<file path="src/rtl/ssd1309_driver.sv">
// ssd1309_driver: autonomous SSD1309 4-wire SPI driver that resets the panel,
// streams the init command list, then streams a checkerboard frame forever.
module ssd1309_driver #(
    parameter int STARTUP_DELAY = 2_700_000,
    parameter int CLK_DIV = 2
) (
    input  logic clk,
    input  logic reset,
    output logic sclk,
    output logic sdin,
    output logic res,
    output logic cmd,
    output logic cs
);
    localparam int CW = $clog2(STARTUP_DELAY + 1);
    localparam int DW = CLK_DIV > 1 ? $clog2(CLK_DIV) : 1;
    localparam logic [1:0] RST_LOW = 2'd0, RST_WAIT = 2'd1, INIT = 2'd2, FRAME = 2'd3;
    logic [1:0] r_state, w_state;
    logic [CW-1:0] r_cnt, w_cnt;
    logic [DW-1:0] r_div, w_div;
    logic [4:0] r_step, w_step;
    logic [9:0] r_idx, w_idx;
    logic [7:0] w_byte;
    logic w_in_byte;
    function automatic logic [7:0] init_rom(input logic [4:0] a);
        case (a)
            5'd0:  init_rom = 8'hAE;
            5'd1:  init_rom = 8'hD5;
            5'd2:  init_rom = 8'h80;
            5'd3:  init_rom = 8'hA8;
            5'd4:  init_rom = 8'h3F;
            5'd5:  init_rom = 8'hD3;
            5'd6:  init_rom = 8'h00;
            5'd7:  init_rom = 8'h40;
            5'd8:  init_rom = 8'hA1;
            5'd9:  init_rom = 8'hC8;
            5'd10: init_rom = 8'hDA;
            5'd11: init_rom = 8'h12;
            5'd12: init_rom = 8'h81;
            5'd13: init_rom = 8'h7F;
            5'd14: init_rom = 8'hD9;
            5'd15: init_rom = 8'h22;
            5'd16: init_rom = 8'hDB;
            5'd17: init_rom = 8'h34;
            5'd18: init_rom = 8'hA4;
            5'd19: init_rom = 8'hA6;
            5'd20: init_rom = 8'h20;
            5'd21: init_rom = 8'h00;
            5'd22: init_rom = 8'h21;
            5'd23: init_rom = 8'h00;
            5'd24: init_rom = 8'h7F;
            5'd25: init_rom = 8'h22;
            5'd26: init_rom = 8'h00;
            5'd27: init_rom = 8'h07;
            5'd28: init_rom = 8'hAF;
            default: init_rom = 8'h00;
        endcase
    endfunction
    // Byte = 16 half-bit steps (even low, odd high) plus step 16 as the cs-high gap.
    always_comb begin
        w_state = r_state;
        w_cnt = r_cnt;
        w_div = r_div;
        w_step = r_step;
        w_idx = r_idx;
        if (!r_state[1]) begin
            w_cnt = r_cnt + CW'(1);
            if (r_cnt == CW'(STARTUP_DELAY)) begin
                w_state = r_state == RST_LOW ? RST_WAIT : INIT;
                w_cnt = CW'(1);
                w_div = '0;
                w_step = '0;
                w_idx = '0;
            end
        end else if (r_div != DW'(CLK_DIV - 1)) begin
            w_div = r_div + DW'(1);
        end else begin
            w_div = '0;
            w_step = r_step == 5'd16 ? 5'd0 : r_step + 5'd1;
            if (r_step == 5'd16) begin
                w_idx = (r_state == INIT && r_idx == 10'd28) ? 10'd0 : r_idx + 10'd1;
                w_state = (r_state == INIT && r_idx == 10'd28) ? FRAME : r_state;
            end
        end
    end
    assign w_in_byte = w_state[1] && w_step != 5'd16;
    assign w_byte = w_state == FRAME ? {8{w_idx[3] ^ w_idx[7]}} : init_rom(w_idx[4:0]);
    // Pins are registered from the next state so they never glitch.
    always_ff @(posedge clk) begin
        if (reset) begin
            r_state <= RST_LOW;
            r_cnt <= '0;
            r_div <= '0;
            r_step <= '0;
            r_idx <= '0;
            sclk <= 1'b0;
            sdin <= 1'b0;
            res <= 1'b0;
            cmd <= 1'b0;
            cs <= 1'b1;
        end else begin
            r_state <= w_state;
            r_cnt <= w_cnt;
            r_div <= w_div;
            r_step <= w_step;
            r_idx <= w_idx;
            sclk <= w_in_byte && w_step[0];
            sdin <= w_in_byte && w_byte[3'd7 - w_step[3:1]];
            res <= w_state != RST_LOW;
            cmd <= w_state == FRAME;
            cs <= !w_in_byte;
        end
    end
endmodule

</file>
<file path="config.mk">
export PLATFORM = sky130hd
export DESIGN_NAME = ssd1309_driver
export DESIGN_NICKNAME = d
export VERILOG_FILES = /design/src/rtl/ssd1309_driver.sv
export SDC_FILE = /design/constraint.sdc
export NUM_CORES = 1
export LEC_CHECK = 0
export CAP_MARGIN = 15
export CORE_ASPECT_RATIO = 1.1
export CORE_MARGIN = 2
export CORE_UTILIZATION = 25
export CTS_BUF_LIST = sky130_fd_sc_hd__clkbuf_4 sky130_fd_sc_hd__clkbuf_8
export CTS_CLUSTER_DIAMETER = 60
export DETAILED_ROUTE_END_ITERATION = 16
export PLACE_DENSITY_LB_ADDON = 0.1
export RECOVER_POWER = 100
export REMOVE_ABC_BUFFERS = 1
export SETUP_SLACK_MARGIN = 0.02
export SYNTH_ARGS = -nofsm -noshare
export SYNTH_HDL_FRONTEND = slang
export SYNTH_SLANG_ARGS = --single-unit
</file>
<file path="constraint.sdc">
create_clock -name clk -period 3.05 [get_ports clk]
set_input_delay 0.4575 -clock clk [delete_from_list [all_inputs] [get_ports clk]]
set_output_delay 0.4575 -clock clk [all_outputs]
set_load 0.05 [all_outputs]
</file>
==> results of run 1 <==
[cells in the mapped netlist (all sizes together), types with 8 or more instances]
library cell,count
ha,11
a21oi,34
o21ai,32
inv,16
xnor2,8
nand4,9
or3,10
nor3,13
buf,9
nand2,42
dfxtp,45
and2,8
clkbuf,11
nand3,19
nor2,49
[registers in the layout, summed over array words and instances (netlist names)]
| register | count |
|---|---|
| res | 1 |
| cs | 1 |
| r_step | 5 |
| r_div | 1 |
| cmd | 1 |
| r_state | 2 |
| sdin | 1 |
| r_idx | 10 |
| sclk | 1 |
| r_cnt | 22 |
[per-layer routing]
metal | part of all wire | vias to the layer above | global-route usage | wire length [um]
met5 | 0 | - | 0 | 0
met4 | 0.015 | 0 | 0.0433 | 133
met3 | 0.020 | 9 | 0.0188 | 176
met2 | 0.51 | 43 | 0.264 | 4530
met1 | 0.45 | 1447 | 0.182 | 4040
li1 | - | 1539 | - | -
[path summary, 6_finish.rpt]
check / from / end / slack (ns) / cells past startpoint
max: r_idx[1]$_SDFF_PP0_ / sdin$_SDFF_PP0_ / 0.05 / 11
min: r_cnt[19]$_SDFFE_PP0N_ / r_cnt[19]$_SDFFE_PP0N_ / 0.51 / 2
max reg2reg: r_idx[1]$_SDFF_PP0_ / sdin$_SDFF_PP0_ / 0.05 / 11
min reg2reg: r_cnt[19]$_SDFFE_PP0N_ / r_cnt[19]$_SDFFE_PP0N_ / 0.51 / 2
[cells by family after synthesis]
group | synth area share
mux | 0.0169
buf+inv | 0.0529
xor+xnor | 0.0356
fa+ha+maj | 0.0466
simple gates | 0.306
compound gates | 0.238
flops | 0.305
[metrics by stage]
step	util	setup WS (ns)	cells
finish	0.335	0.0497	606
global route	0.335	-0.161	606
CTS	0.334	0.0208	606
detailed placement	0.315	-0.181	595
global placement	0.315	-0.142	595
floorplan	-	-0.448	370
[cells in the final DEF (no fill, tap or decap), types with 2 or more instances in the layout]
master	instances
a21oi_1	33
a31oi_1	5
and2_1	7
and3_1	2
and3b_1	2
buf_4	70
clkbuf_8	5
dfxtp_1	45
dlygate4sd3_1	5
ha_1	9
ha_4	2
inv_1	15
mux2i_1	3
mux2i_2	2
nand2_1	42
nand3_1	19
nand3b_1	4
nand4_1	9
nor2_1	48
nor2b_1	2
nor3_1	13
nor4_1	3
o2111a_1	2
o211ai_1	4
o21ai_0	30
o21ai_1	2
o31a_1	2
or2_2	2
or3_1	10
or4_4	2
xnor2_1	8
xor2_1	4
[timing repair]
| action | in CTS | in global routing |
|---|---|---|
| gates cloned | 1 | 0 |
| endpoints found under the hold margin | 0 | 0 |
| resized for setup | 12 | 2 |
| endpoints found under the setup margin | 1 | 1 |
| pin swaps | 11 | 0 |
| buffers inserted | 3 | 0 |
[power breakdown]
part	total (uW)	switching [uW]	leakage [uW]	internal (uW)
sequential	592	1.74	0.000363	590
combinational	33.2	19.5	0.00104	13.7
clock	454	215	0.0000540	239
total	1080	236	0.00146	843
[critical path: stages, from the launching register on]
cell and delay (ns):
dfxtp_1 0.32, inv_1 0.06, ha_1 0.13, or4b_4 0.48
or4_4 0.48, a221oi_4 0.40, nor2_1 0.13, a222oi_1 0.35
o21a_1 0.19, o211ai_2 0.09, o311ai_2 0.13, a41oi_2 0.12
[final cells by class]
class	count	area (um2)
clock buffer	5	68.8
clock inverter	2	35.0
fill	1258	7640
inverter	16	62.6
multi-input combinational	310	1980
sequential	45	901
tap	150	188
timing repair buffer	78	617
==> results by stage, run 1 <==
Timing:
- The final number of max-transition violations is 0.
- The number of failing hold endpoints at the final stage was 0.
- The worst max-slew margin expressed relative to the limit is 0.529.
- The slew at the pin closest to its max-slew limit is 0.707 ns.
- Setup repair after global routing could not meet its margin everywhere.
- Of the available clock period, the critical path in the final layout requires 0.984.
- For the finished layout, the period the worst path requires is 3.00 ns.
- The total negative slack is 0 ns.
- Derived from the worst setup path, the maximum achievable clock frequency is 333 MHz.
- The count of endpoints failing setup in the final report is 0.
- On the final layout, the worst clock skew is 0.00675 ns.
- Across all hold checks on the routed design, the worst slack comes to between 0.5 and 0.6 ns.

GRT:
- The number of antenna violations at the first check in global routing is 0.
- For this run the aggregate overflow at the end of global routing stands at 0.
- The via count of the first global-routing pass was 3021.
- The overall global routing resource usage is 0.148.
- The global-route wire length before repair is 15000 um.
- The pin count of the biggest net entering global routing is 29.

Clocking:
- The clock passes through at most 2 buffers.
- The clock sink total is between 40 and 50.
- The number of hold buffers added after CTS was 0.
- The clock tree synthesis step divided the H-tree into 2 levels.
- The TritonCTS clock tree is done.
- The clock-pin slew reported for the worst setup and hold paths after clock tree synthesis is about 0.090 ns.
- The clock latency on the worst-skew pair is between 0.3 and 0.4 ns.
- The root buffer cell chosen for the clock tree is clkbuf_8.
- The clock buffer count from CTS is 5.

Power:
- The static leakage is 0.00146 uW.
- Dividing total power by cell area gives a power density of 280 nW/um2.
- The sum of internal, switching and leakage power is about 1100 uW.
- The worst-case IR drop observed on VDD is 0.000141 V.

Route:
- The per-cell routed wire length is 14.7 um.
- The first TritonRoute pass finished after 5 iterations.
- After detailed routing, the total wire length is roughly 8900 um.
- Summing over every cut layer, the via total after detailed routing is 3038.
- The initial DRC count is 166.
- The detailed-route DRC error count is 0.
- The number of vias per cell is 5.01.
- The detail route stage leaves a number of antenna-violating nets equal to 0.

Critical path:
- STA classifies the critical path endpoint as a flip-flop.
- Data on the critical path is required at its endpoint by roughly 3.2 ns.
- Data arrives at the worst endpoint at 3.19 ns.
- The classification of the worst setup path is reg2reg.
- The type of element launching the critical path is a flip-flop.
- The peak fanout along the critical path is 6.

Logic synthesis:
- The synthesized netlist occupies a cell area of 2960 um2.
- The most used flip-flop cell after synthesis is dfxtp_1.
- The synthesized area per cell is 7.58 um2.
- The fraction of registers with async set/reset is 0.
- The count of yosys warnings during synthesis is 0.
- Sorting the synthesized cells by area gives the leading types as dfxtp_1 30%, nor2_1 6.2%, a21oi_1 5.6%.
- The flop and latch count out of synthesis is 45.
- The number of enable-type register cells in the synthesized netlist is 0.
- Yosys mapped the design onto 69 distinct sky130hd cell types.
- Counting every instance in the synthesized netlist gives 390.
- The library cell occupying the most area in the post-synthesis netlist is dfxtp_1.
- The sequential fraction of the synthesis area is 0.305.
- The area share of the leading cell type in the synthesized netlist is 0.305.

Flow run:
- Across the run, the number of max-cap violations was 0.

Cells and area:
- The area growth from synthesis to final layout is 30.2%.
- The number of nets in the finished design is around 470.
- 0 antenna diodes ended up in the layout.
- Of the cells placed in the final design, the portion with a size suffix greater than 1 is 0.235.
- The finished layout cell area is 3850 um2.

Floorplanning:
- The die is 118 um tall.
- During I/O placement, the number of pins put on the boundary was 7.
- The area of the die is 12700 um2.
- The number of placement rows is 41.
- The die span in x is 108 um.
- The initial standard-cell utilization of the core is 0.257.
- After floorplanning, the core was sized to cover between 10000 and 15000 um2.

Status:
- The run finished with clean final reports.

Placement:
- The congestion estimate from routability-driven global placement came to between 0.8 and 0.9.
- Once detailed placement completed, the half-perimeter wirelength came to 6620 um.
- During placement, the flow inserted port buffers numbering 6.
- The placement-stage cell area is 3620 um2.

Worst hold path:
- The tightest min-delay check is of the reg2reg type.
Note: power is estimated with default switching activity, not from simulation.
==> inputs of run 2 (changes only) <==
--- a/config.mk
+++ b/config.mk
@@ -12,6 +12,7 @@
 export CTS_BUF_LIST = sky130_fd_sc_hd__clkbuf_4 sky130_fd_sc_hd__clkbuf_8
 export CTS_CLUSTER_DIAMETER = 60
 export DETAILED_ROUTE_END_ITERATION = 16
+export GPL_TIMING_DRIVEN = 0
 export PLACE_DENSITY_LB_ADDON = 0.1
 export RECOVER_POWER = 100
 export REMOVE_ABC_BUFFERS = 1
==> results by stage, run 2 (synthesis results as in run 1) <==
Cells and area:
- The sequential cell area came to 926 um2 (+2.8%).
- Leaving out fill and tap cells, the most frequent cells in the layout are 47 x nor2_1, 42 x nand2_1, 35 x dfxtp_1, 32 x a21oi_1, 31 x o21ai_0.
- The largest registers in the layout are r_cnt x22, r_idx x10, r_step x5.
- The register containing the most flip-flops in the final layout is r_cnt.
- The library cell used most frequently in the layout, excluding fill and tap cells, is nor2_1.
- The area growth from synthesis to final layout is 24.4%.
- The fill cell instance count of the final layout is 1252 (-0.48%).
- The number of flip-flops under the largest register name was 22 (unchanged).
- The antenna cell count is 0 (unchanged).
- The multi-input combinational cell area is 2030 um2 (+2.9%).
- The number of nets in the finished design was 430 (-8.3%).
- The fraction of final layout cells with drive strength greater than 1 came to 0.203 (-0.0313).

Critical path:
- The delay of the slowest cell on the worst path is 0.49 ns (about the same).
- The worst reg-to-reg setup slack was -0.005 ns (-0.05 ns).
- The classification of the worst setup path is reg2reg.
- The critical path goes through inv_1, ha_1, or4b_4, or4_4, a221oi_4, buf_12, nor2_1, a222oi_1, o21a_1, o211ai_2, o311ai_2, a41oi_2.
- The worst endpoint data arrival time is 3.24 ns (+0.05 ns).
- The peak fanout along the critical path was 7 (+1).
- The slowest cell on the critical path is or4_4.
- STA classifies the critical path startpoint as a flip-flop.
- The required time at the endpoint of the critical path came to 3.23 ns (about the same).
- The element type at the critical path end is a flip-flop.

GRT:
- The overflow left after global routing is 0 (unchanged).
- The via count of the first global-routing pass is 2839 (-6.0%).
- The overall global routing resource usage is 0.143 (-0.00501).
- The number of antenna violations at the first check in global routing is 0 (unchanged).
- The pin count of the biggest net entering global routing is 29 (unchanged).
- The global-route wire length before repair was 14400 um (-3.6%).

Power:
- The relative contribution of sequential cells to total power is 0.590 (+0.041).
- The fraction of power spent switching nets came to 0.238 (+0.0189).
- The largest vdd supply drop came to 0.000130 V (-7.2%).
- The static leakage is 0.00128 uW (-12%).
- The portion of total power attributed to combinational logic is 0.025 (-0.006).
- The power density over cell area was 272 nW/um2 (-3.0%).
- The internal power of the cells is 762 uW (-9.5%).
- The power share of the clock group came to 0.386 (-0.034).
- The sum of internal, switching and leakage power came to 1000 uW (-7.3%).
- The switching power of the nets is 238 uW (+0.75%).

Route:
- The sum of routed wire length over all layers is 8730 um (-1.6%).
- The remaining antenna violation count after routing is 0 (unchanged).
- The detailed-route DRC error count came to 0 (unchanged).
- The per-cell routed wire length is 15.4 um (+4.9%).
- The length of the first detailed-routing pass in iterations is 5 (unchanged).
- The total vias in the final route is 2888 (-4.9%).
- The initial DRC count was 102 (-39%).
- The number of vias per cell is 5.08 (+1.4%).

Placement:
- The setup slack after placement came to -1.05 ns (-0.866 ns).
- The weighted congestion reported at the end of routability-driven placement is 0.822 (-1.4%).
- The number of port buffers is 6 (unchanged).
- The half-perimeter wire length after detailed placement is 5690 um (-14%).

Clocking:
- The maximum level of the CTS H-tree came to 2 (unchanged).
- TritonCTS built the clock tree.
- The tree is rooted in a clkbuf_8.
- The number of hold-repair buffers added at the cts stage is 0 (unchanged).
- The clock-pin slew reported for the worst setup and hold paths after clock tree synthesis is 0.09 ns (about the same).
- The clock sink total came to 45 (unchanged).
- The clock latency on the worst-skew pair is 0.30 ns (about the same).
- The clock buffer count from CTS is 5 (unchanged).
- The maximum clock path buffer count is 2 (unchanged).

Floorplanning:
- The floorplan die height is 118 um (unchanged).
- The die span in x was 108 um (unchanged).
- The area inside the core boundary is 11500 um2 (unchanged).
- The number of ports placed on the die boundary was 7 (unchanged).
- The area of the die is 12700 um2 (unchanged).
- The number of placement rows came to 41 (unchanged).
- The initial standard-cell utilization of the core came to 0.257 (unchanged).

Timing:
- The hold slack is 0.503 ns (-0.00518 ns).
- The total negative slack is -0.00503 ns (-0.00503 ns).
- The slew at the pin closest to its max-slew limit is 1.16 ns (+0.452 ns).
- The count of endpoints failing setup in the final report was 1 (+1).
- The final number of max-transition violations is 0 (unchanged).
- Setup repair after global routing could not meet its margin everywhere.
- The minimum clock period was 3.06 ns (+0.0548 ns).
- The maximum clock skew at final layout was 0.00555 ns (-0.00120 ns).
- The peak clock frequency supported by timing is 327 MHz (-1.8%).
- The number of failing hold endpoints at the final stage is 0 (unchanged).
- The final worst-path cycle share is 1.00 (+0.0180).
- The worst max-slew margin expressed relative to the limit came to 0.219 (-0.310).
- The setup slack after layout is -0.00503 ns (-0.0548 ns).

Worst hold path:
- The type of the tightest min-delay check is reg2reg.

Status:
- The flow ran to the end, but the final reports show violations.
- The final reports fail on negative setup slack.

Flow run:
- The total of max-cap violations was 0 (unchanged).
run 2: cell count changes in the layout (fill, tap and decap cells not counted), sizes merged:
cell / previous run / this run
buf: 72 / 33
bufinv: 1 / 0
clkinvlp: 0 / 1
clkinv: 1 / 2
a311o: 1 / 2
a221o: 2 / 1
clkbuf: 5 / 6
inv: 16 / 15
run 2: power by group through the flow:
stage / clock network (uW) / logic, uW / registers [uW]
after global placement: 0 / 22.4 / 608
after global routing: 437 / 28.4 / 591
after CTS: 403 / 25.2 / 591
final: 386 / 24.6 / 590
after detailed placement: 0 / 25.2 / 608
after floorplan: 0 / 10.1 / 607
run 2: path summary, 6_finish.rpt:
check	endpoint	cells after the start	start
worst min register to register	r_cnt[16]$_SDFFE_PP0N_	2	r_cnt[16]$_SDFFE_PP0N_
worst max-delay path	sdin$_SDFF_PP0_	12	r_idx[0]$_SDFF_PP0_
worst max register to register	sdin$_SDFF_PP0_	12	r_idx[0]$_SDFF_PP0_
worst min-delay path	r_cnt[16]$_SDFFE_PP0N_	2	r_cnt[16]$_SDFFE_PP0N_
run 2: per-stage QoR:
| step | cells | util | cell area, um2 |
|---|---|---|---|
| 2_1_floorplan | 370 | - | 2860 |
| 3_3_place_gp | 526 | 0.270 | 3110 |
| 3_5_place_dp | 528 | 0.274 | 3150 |
| 4_1_cts | 568 | 0.320 | 3670 |
| 5_1_grt | 568 | 0.320 | 3680 |
| 6_report | 568 | 0.320 | 3680 |
run 2: area by class of cell:
| type | count | area share |
|---|---|---|
| timing repair buffer | 39 | 0.103 |
| clock buffer | 6 | 0.0208 |
| clock inverter | 2 | 0.00272 |
| inverter | 16 | 0.0174 |
| multi-input combinational | 310 | 0.553 |
| sequential | 45 | 0.252 |
| tap | 150 | 0.0510 |
run 2: worst max-delay path, delay by kind of cell, from the launching register on:
| kind | cells | cell delay (ns) |
|---|---|---|
| compound gates | 6 | 1.19 |
| flops | 1 | 0.35 |
| fa+ha+maj | 1 | 0.14 |
| buf+inv | 2 | 0.21 |
| simple gates | 3 | 1.04 |
run 2: repair_timing:
action	in CTS	in global routing
setup endpoints to repair	2	1
gates resized for setup	39	2
pin swaps	17	2
gates cloned	1	0
buffers inserted	31	0
run 2: routing by layer:
metal  track usage  up-vias  share of wire
li1              -     1466              -
met3        0.0221        9          0.021
met2         0.256       50           0.51
met4        0.0409        0          0.014
met5             0        -              0
met1         0.174     1363           0.46
